`config.mk`:
```
export PLATFORM = sky130hd
export DESIGN_NAME = paddsb_reduce
export DESIGN_NICKNAME = d
export VERILOG_FILES = /design/src/rtl/simd_pkg.sv /design/src/rtl/sat_add4.sv /design/src/rtl/paddsb_reduce.sv
export SDC_FILE = /design/constraint.sdc
export NUM_CORES = 1
export LEC_CHECK = 0
export ABC_AREA = 0
export BUFFER_PORTS_ARGS = -buffer_cell sky130_fd_sc_hd__buf_2
export CORE_MARGIN = 2
export CORE_UTILIZATION = 40
export DETAILED_ROUTE_END_ITERATION = 10
export GPL_TIMING_DRIVEN = 0
export PLACE_DENSITY = 0.63
export SLEW_MARGIN = 20
export SYNTH_ARGS = -nofsm -noshare
export SYNTH_HDL_FRONTEND = slang
export SYNTH_SLANG_ARGS = --single-unit
```
`constraint.sdc`:
```
create_clock -name clk -period 2.65 [get_ports clk]
set_input_delay 0.1325 -clock clk [delete_from_list [all_inputs] [get_ports clk]]
set_output_delay 0.1325 -clock clk [all_outputs]
set_load 0.05 [all_outputs]
```
`src/rtl/simd_pkg.sv`:
```
// rtl/simd_pkg.sv - shared lane geometry, saturation limits and reduce-stage states
package simd_pkg;

  localparam int LANES  = 4;
  localparam int LANE_W = 4;
  localparam int DATA_W = LANES * LANE_W;

  localparam logic [LANE_W-1:0] SAT_POS = 4'b0111;
  localparam logic [LANE_W-1:0] SAT_NEG = 4'b1000;

  typedef enum logic [1:0] {
    IDLE  = 2'd0,
    ACCUM = 2'd1,
    DONE  = 2'd2
  } state_t;

endpackage

```
`src/rtl/sat_add4.sv`:
```
// rtl/sat_add4.sv - combinational signed saturating add of one packed lane
module sat_add4
  import simd_pkg::*;
(
  input  logic [LANE_W-1:0] a,
  input  logic [LANE_W-1:0] b,
  output logic [LANE_W-1:0] y,
  output logic              ovf
);

  logic [LANE_W-1:0] raw;

  always_comb begin
    raw = a + b;
    // Overflow only when both operands share a sign and the result flips it.
    ovf = (a[LANE_W-1] == b[LANE_W-1]) && (raw[LANE_W-1] != a[LANE_W-1]);
    if (ovf) begin
      y = a[LANE_W-1] ? SAT_NEG : SAT_POS;
    end else begin
      y = raw;
    end
  end

endmodule

```
`src/rtl/paddsb_reduce.sv`:
```
// rtl/paddsb_reduce.sv - lane-wise saturating burst reduction with sticky per-lane flags
module paddsb_reduce
  import simd_pkg::*;
#(
  parameter int MAX_BEATS = 16,
  parameter int CNT_W     = $clog2(MAX_BEATS + 1)
) (
  input  logic              clk,
  input  logic              rst,
  input  logic              in_valid,
  output logic              in_ready,
  input  logic [DATA_W-1:0] in_data,
  input  logic              in_last,
  output logic              out_valid,
  input  logic              out_ready,
  output logic [DATA_W-1:0] out_data,
  output logic [LANES-1:0]  out_sat,
  output logic [CNT_W-1:0]  out_count
);

  state_t             state_q, state_d;
  logic [DATA_W-1:0]  acc_q, acc_d;
  logic [LANES-1:0]   sat_q, sat_d;
  logic [CNT_W-1:0]   cnt_q, cnt_d;
  logic [DATA_W-1:0]  sum;
  logic [LANES-1:0]   ovf;
  logic               accept;
  logic               load_out;

  for (genvar l = 0; l < LANES; l++) begin : g_lane
    sat_add4 u_add (
      .a   (acc_q[l*LANE_W +: LANE_W]),
      .b   (in_data[l*LANE_W +: LANE_W]),
      .y   (sum[l*LANE_W +: LANE_W]),
      .ovf (ovf[l])
    );
  end

  always_comb begin
    state_d   = state_q;
    acc_d     = acc_q;
    sat_d     = sat_q;
    cnt_d     = cnt_q;
    in_ready  = (state_q != DONE);
    out_valid = (state_q == DONE);
    accept    = in_valid && in_ready;
    case (state_q)
      IDLE: begin
        if (accept) begin
          acc_d = in_data;
          sat_d = '0;
          cnt_d = CNT_W'(1);
          if (in_last || MAX_BEATS == 1) state_d = DONE;
          else                           state_d = ACCUM;
        end
      end
      ACCUM: begin
        if (accept) begin
          acc_d = sum;
          sat_d = sat_q | ovf;
          cnt_d = cnt_q + CNT_W'(1);
          if (in_last || cnt_d == CNT_W'(MAX_BEATS)) state_d = DONE;
        end
      end
      DONE: begin
        if (out_ready) begin
          state_d = IDLE;
          acc_d   = '0;
          sat_d   = '0;
          cnt_d   = '0;
        end
      end
      default: state_d = IDLE;
    endcase
    // Result registers capture the terminating beat so they stay frozen under backpressure.
    load_out = (state_d == DONE) && (state_q != DONE);
  end

  always_ff @(posedge clk or posedge rst) begin
    if (rst) begin
      state_q   <= IDLE;
      acc_q     <= '0;
      sat_q     <= '0;
      cnt_q     <= '0;
      out_data  <= '0;
      out_sat   <= '0;
      out_count <= '0;
    end else begin
      state_q <= state_d;
      acc_q   <= acc_d;
      sat_q   <= sat_d;
      cnt_q   <= cnt_d;
      if (load_out) begin
        out_data  <= acc_d;
        out_sat   <= sat_d;
        out_count <= cnt_d;
      end
    end
  end

endmodule
```
# After elaboration in Yosys (flattened, before gate mapping)
# Cells that the tools add are included.
# word_totals
register_bits	52
latch_bits	0
mem_bits_rw	0
rom_bits	0
inputBits	21
out_inout_bits	27
wordCells	60
n_memories	0
# op_classes
addsub	5
n_mul	0
n_div	0
n_lt_le_gt_ge	0
eq_ne	13
shifts	0
mux	26
n_bitwise	1
reduce_logical	8
# op_table
operator	n
$mux W16	3
$pmux W16 S3	1
$mux W4	11
$add A4 B4 Y4	4
$mux W5	3
$pmux W5 S3	1
$pmux W4 S3	1
$mux W2	5
$logic_and A1 B1 Y1	6
$pmux W2 S3	1
$add A5 B1 Y5 const B	1
$eq A5 B5 Y1 const B	1
$eq A1 B1 Y1	4
$eq A2 B2 Y1 const B	2
$ne A1 B1 Y1	4
$or A4 B4 Y4	1
$eq A2 B1 Y1 const B	1
$logic_not A2 Y1	1
$ne A2 B2 Y1 const B	1
$logic_or A1 B1 Y1	1

# Depth between registers and ports, before layout
# depth
depth_word	8
mapped_depth	9
depth_no_buf	8

# Modules after synthesis
# A second synthesis with hierarchy kept.
# unflattened
cells_unflattened	308
hier_area_um2	3460.8
# by_module_without_submodules
module	instances	cells_per_inst	area_each_um2	seq_area_each_um2
paddsb_reduce	1	168	2419.8	1301.2
sat_add4	4	35	260.2	0.0

# Worst setup path after synthesis
# OpenSTA, ideal clock, no wires.
# synth_path
path_kind	register -> register
startpoint	register state_q[0]
endpoint	register out_count[0]
setup_ps	125
arrival_time_ps	2125
required_ps	2525
slack_ps	400
stages_incl_launch_ff	9
path_buffers	2
synth_period_minus_slack_ps	2250
cell_sequence	dfrtp_1 > buf_4 > clkbuf_1 > nand2b_1 > nand2_1 > ha_1 > a21oi_1 > o21ai_0 > mux2_4
# synth_between
elab_cells_between_ends	15
cone_classes	eq/ne: 4; mux: 8; reduce/logical: 3
# synth_rtl
element	line	text
from (decl)	paddsb_reduce.sv:21	state_t state_q, state_d;
from (signal assigned)	paddsb_reduce.sv:89	state_q <= state_d;
$ne A2 B2 Y1 (*)	paddsb_reduce.sv:44	in_ready = (state_q != DONE);
net in_ready	paddsb_reduce.sv:11	output logic in_ready,
$logic_and A1 B1 Y1 (*)	paddsb_reduce.sv:46	accept = in_valid && in_ready;
$mux W5, on equally long branches	paddsb_reduce.sv:58, paddsb_reduce.sv:49	
$pmux W5 S3 (*)	paddsb_reduce.sv:47	case (state_q)
net cnt_d[0]	paddsb_reduce.sv:24	logic [CNT_W-1:0] cnt_q, cnt_d;
to (signal assigned)	paddsb_reduce.sv:96	out_count <= cnt_d;
to (decl)	paddsb_reduce.sv:18	output logic [CNT_W-1:0] out_count
# Mark *: on every way through the listed nets, which the timed path passes. The rest lies on a longest branch.
# A chain may end at the register's enable or synchronous reset.

# Worst setup path after layout
# layout_path
startpoint	register state_q[0]
endpoint	register out_count[0]
# layout_between
elab_cells_between_ends	15
cone_classes	eq/ne: 4; mux: 8; reduce/logical: 3
# layout_rtl
element	line
$ne A2 B2 Y1	paddsb_reduce.sv:44
$logic_and A1 B1 Y1	paddsb_reduce.sv:46
$mux W5, on equally long branches	paddsb_reduce.sv:58, paddsb_reduce.sv:49
$pmux W5 S3 (*)	paddsb_reduce.sv:47
net cnt_d[0]	paddsb_reduce.sv:24
# Marked as above.

==> results_dict.tcl <==
set metrics [dict create \
    status "completed" \
    tns_ns 0 \
    grt_antenna_before_repair 0 \
    p_int_w 0.00211 \
    r2r-start "state_q[0]" \
    drc_errors 0 \
    multi_input_area_sq_um 1930 \
    yosysSeqAreaShare_pct 37.5 \
    area_growth_pct 13.8 \
    p_comb_share_pct 54.1 \
    via_per_inst 5.75 \
    routed_wl_microns 8760 \
    drive_gt1_share_pct 27.2 \
    post_drt_wl_per_cell_microns 17.5 \
    pre_cts_ws_ns 0.349 \
    max_slew_margin_pct 56.0 \
    cp-endpoint "out_count[0]" \
    n_antenna_cell 0 \
    synth_compound_area_share_pct 26.7 \
    dieArea_sq_um 9440 \
    switching_power_w 0.00183 \
    synth.cell_area_sq_um 3470 \
    setup_viol 0 \
    grt_max_degree 53 \
    postSynthAreaPerCell_sq_um 10.2 \
    fin_ws_ns 0.301 \
    clock_power_share_pct 14.2 \
    yosys_warnings 0 \
    powerDensity_nw_per_um2 997 \
    rsz0062_at_grt "no" \
    postCtsSetupBuffers 0 \
    post-route-util_pct 47.6 \
    dieWidth_microns 97.1 \
    grt_pass1_wl_microns 14700 \
    fin_crit_sh_pct 88.6 \
    sw_frac_of_total_pct 46.4 \
    drtIter0Drc 187 \
    regArea_sq_um 1300 \
    syn-num-nets 379 \
    io_pins 48 \
    timing.final.crit_period_ns 2.35 \
    crit_type "reg2reg" \
    synth_cell_types 53 \
    ctsRootBufferMaster "clkbuf_8" \
    rr_worst_depth 8 \
    die-height_microns 97.1 \
    fin_worst_skew_ns 0.00933 \
    synthFlopType "dfrtp_1" \
    synth_top_family_by_area "compound AO/OA/AOI/OAI gates" \
    drv_slew 0 \
    worstPathMaxFanout 10 \
    rr_endpoint "out_count[0]" \
    grt_overflow 0 \
    regToRegSetupSlack_ns 0.30 \
    synthAdderAreaFrac_pct 7.36 \
    hold_ws_ns 0.170 \
    crit_path_end_kind "flip-flop" \
    async_flop_share_pct 100 \
    htree_levels 2 \
    clk_pin_slew_worst_paths_ns 0.10 \
    tightestPinTransition_ns 0.660 \
    hpwl_microns 6200 \
    io_buffers 45 \
    worst_ep_arrival_time_ns 2.56 \
    synthCells 340 \
    place_congestion 0.859 \
    cp_data_required_time_ns 2.86 \
    num_rows 33 \
    cp-startpoint "state_q[0]" \
    maxCapViolCount 0 \
    fmax_mhz 426 \
    drt_pass1_iterations 5 \
    critPathLaunchType "flip-flop" \
    synth-edff-count 0 \
    track_usage_pct 19.1 \
    p_leak_nw 1.83 \
    ys_seq_elements 52 \
    grt_pass1_vias 2936 \
    start_util_pct 41.8 \
    cts_buffers 5 \
    hold_class "in2reg" \
    core_region_area_sq_um 8300 \
    hold_viol_final 0 \
    cts_max_path_buffers 2 \
    clk_latency_ns 0.31 \
    finalNetCount 432 \
    vias 2870 \
    irDropWorstVdd_v 0.000505 \
    numClockSinks 52 \
    synthXorXnorAreaFrac_pct 1.01 \
    muxShareOfSynthArea_pct 10.6 \
    synth_simple_gate_area_share_pct 10.1 \
    fillers 774 \
    p_seq_share_pct 31.6 \
    cts_tree "built" \
    ant_nets 0 \
]
flip-flops by register name, indices dropped and copies added (netlist names):
signal	flops
acc_q	16
cnt_q	5
out_count	5
out_data	16
out_sat	4
sat_q	4
state_q	2
through the flow:
stage	total power [W]	instances	area (sq um)
2_1_floorplan	0.00292	340	3470
3_3_place_gp	0.00333	490	3830
3_5_place_dp	0.00339	490	3830
4_1_cts	0.00397	499	3950
5_1_grt	0.00422	499	3950
6_report	0.00394	499	3950
logic make-up (layout without fill, tap and decap cells):
family	Yosys count	after routing
AOI/OAI and AO/OA	122	122
xor gates and xnor gates	4	4
adders and majority gates	18	18
buffers and inverters	47	101
DFF	52	52
muxes	26	26
and+or+nand+nor	71	71
critical path: stages (launching register included):
cell and delay, ns:
dfrtp_1 0.38, buf_4 0.20, clkbuf_1 0.46, nand2b_1 0.29, nand2_1 0.08, ha_1 0.29
a21oi_1 0.13, o21ai_0 0.12, mux2_4 0.29
cell usage in the layout, fill, tap and decap left out, types with 7 or more instances in the layout:
master	instances
dfrtp_1	52
buf_2	51
nor2_1	29
o21ai_0	28
inv_1	27
nand2_1	21
mux2_4	20
a21oi_1	15
ha_1	14
o221ai_1	12
o41ai_1	8
a31oi_1	8
clkbuf_1	7
cell usage after synthesis, types with 4 or more instances:
cell      number  share of area (%)
buf_4          5                1.1
o41ai_1        8                2.0
nor2_1        29                3.1
a31oi_1        8                1.4
mux2_2         5                1.6
nand2b_1       4               0.72
a21o_1         4               0.87
ha_1          14                5.0
inv_1         28                3.0
dfrtp_1       52                 38
mux2_4        20                8.7
a21boi_0       5                1.1
o21ai_0       28                4.0
nand2_1       21                2.3
a21oi_1       15                2.2
clkbuf_1       6               0.65
nor2b_1        5               0.90
o211ai_1       4               0.87
o21ai_1        6               0.87
buf_2          6               0.87
o221ai_1      12                3.0
fa_1           4                2.3
per-layer routing:
| layer | track usage, % | wire, microns |
|---|---|---|
| met1 | 26.0 | 3980 |
| met2 | 30.9 | 4130 |
| met3 | 3.02 | 463 |
| met4 | 6.93 | 184 |
| met5 | 0 | 0 |
timing repair:
item,CTS,global route
resized for setup,0,0
endpoints found under the hold margin,52,0
hold buffers,1,0
power groups by stage:
| stage | sequential (W) | clock (W) | combinational, W |
|---|---|---|---|
| floorplan | 0.00175 | 0 | 0.00118 |
| global placement | 0.00125 | 0 | 0.00209 |
| detailed placement | 0.00126 | 0 | 0.00213 |
| CTS | 0.00125 | 0.000582 | 0.00214 |
| global route | 0.00129 | 0.000613 | 0.00232 |
| finish | 0.00125 | 0.000560 | 0.00213 |
worst min-delay path by stage:
stage / startpoint / to / cells past startpoint
after floorplan: in_data[14] / acc_q[14] / 2
after global placement: sat_q[2] / sat_q[2] / 1
after detailed placement: rst / out_sat[1] / 2
after CTS: in_data[14] / acc_q[14] / 3
after global routing: in_last / state_q[1] / 3
final: in_data[14] / acc_q[14] / 3
area by class of cell:
class	count	area share (%)
multi-input combinational	241	48.9
sequential	52	32.9
clock buffer	6	1.84
clock inverter	2	0.982
buffer	19	3.29
timing repair buffer	46	5.96
tap	105	3.33
inverter	28	2.72
Power figures use the tool's default switching activity.
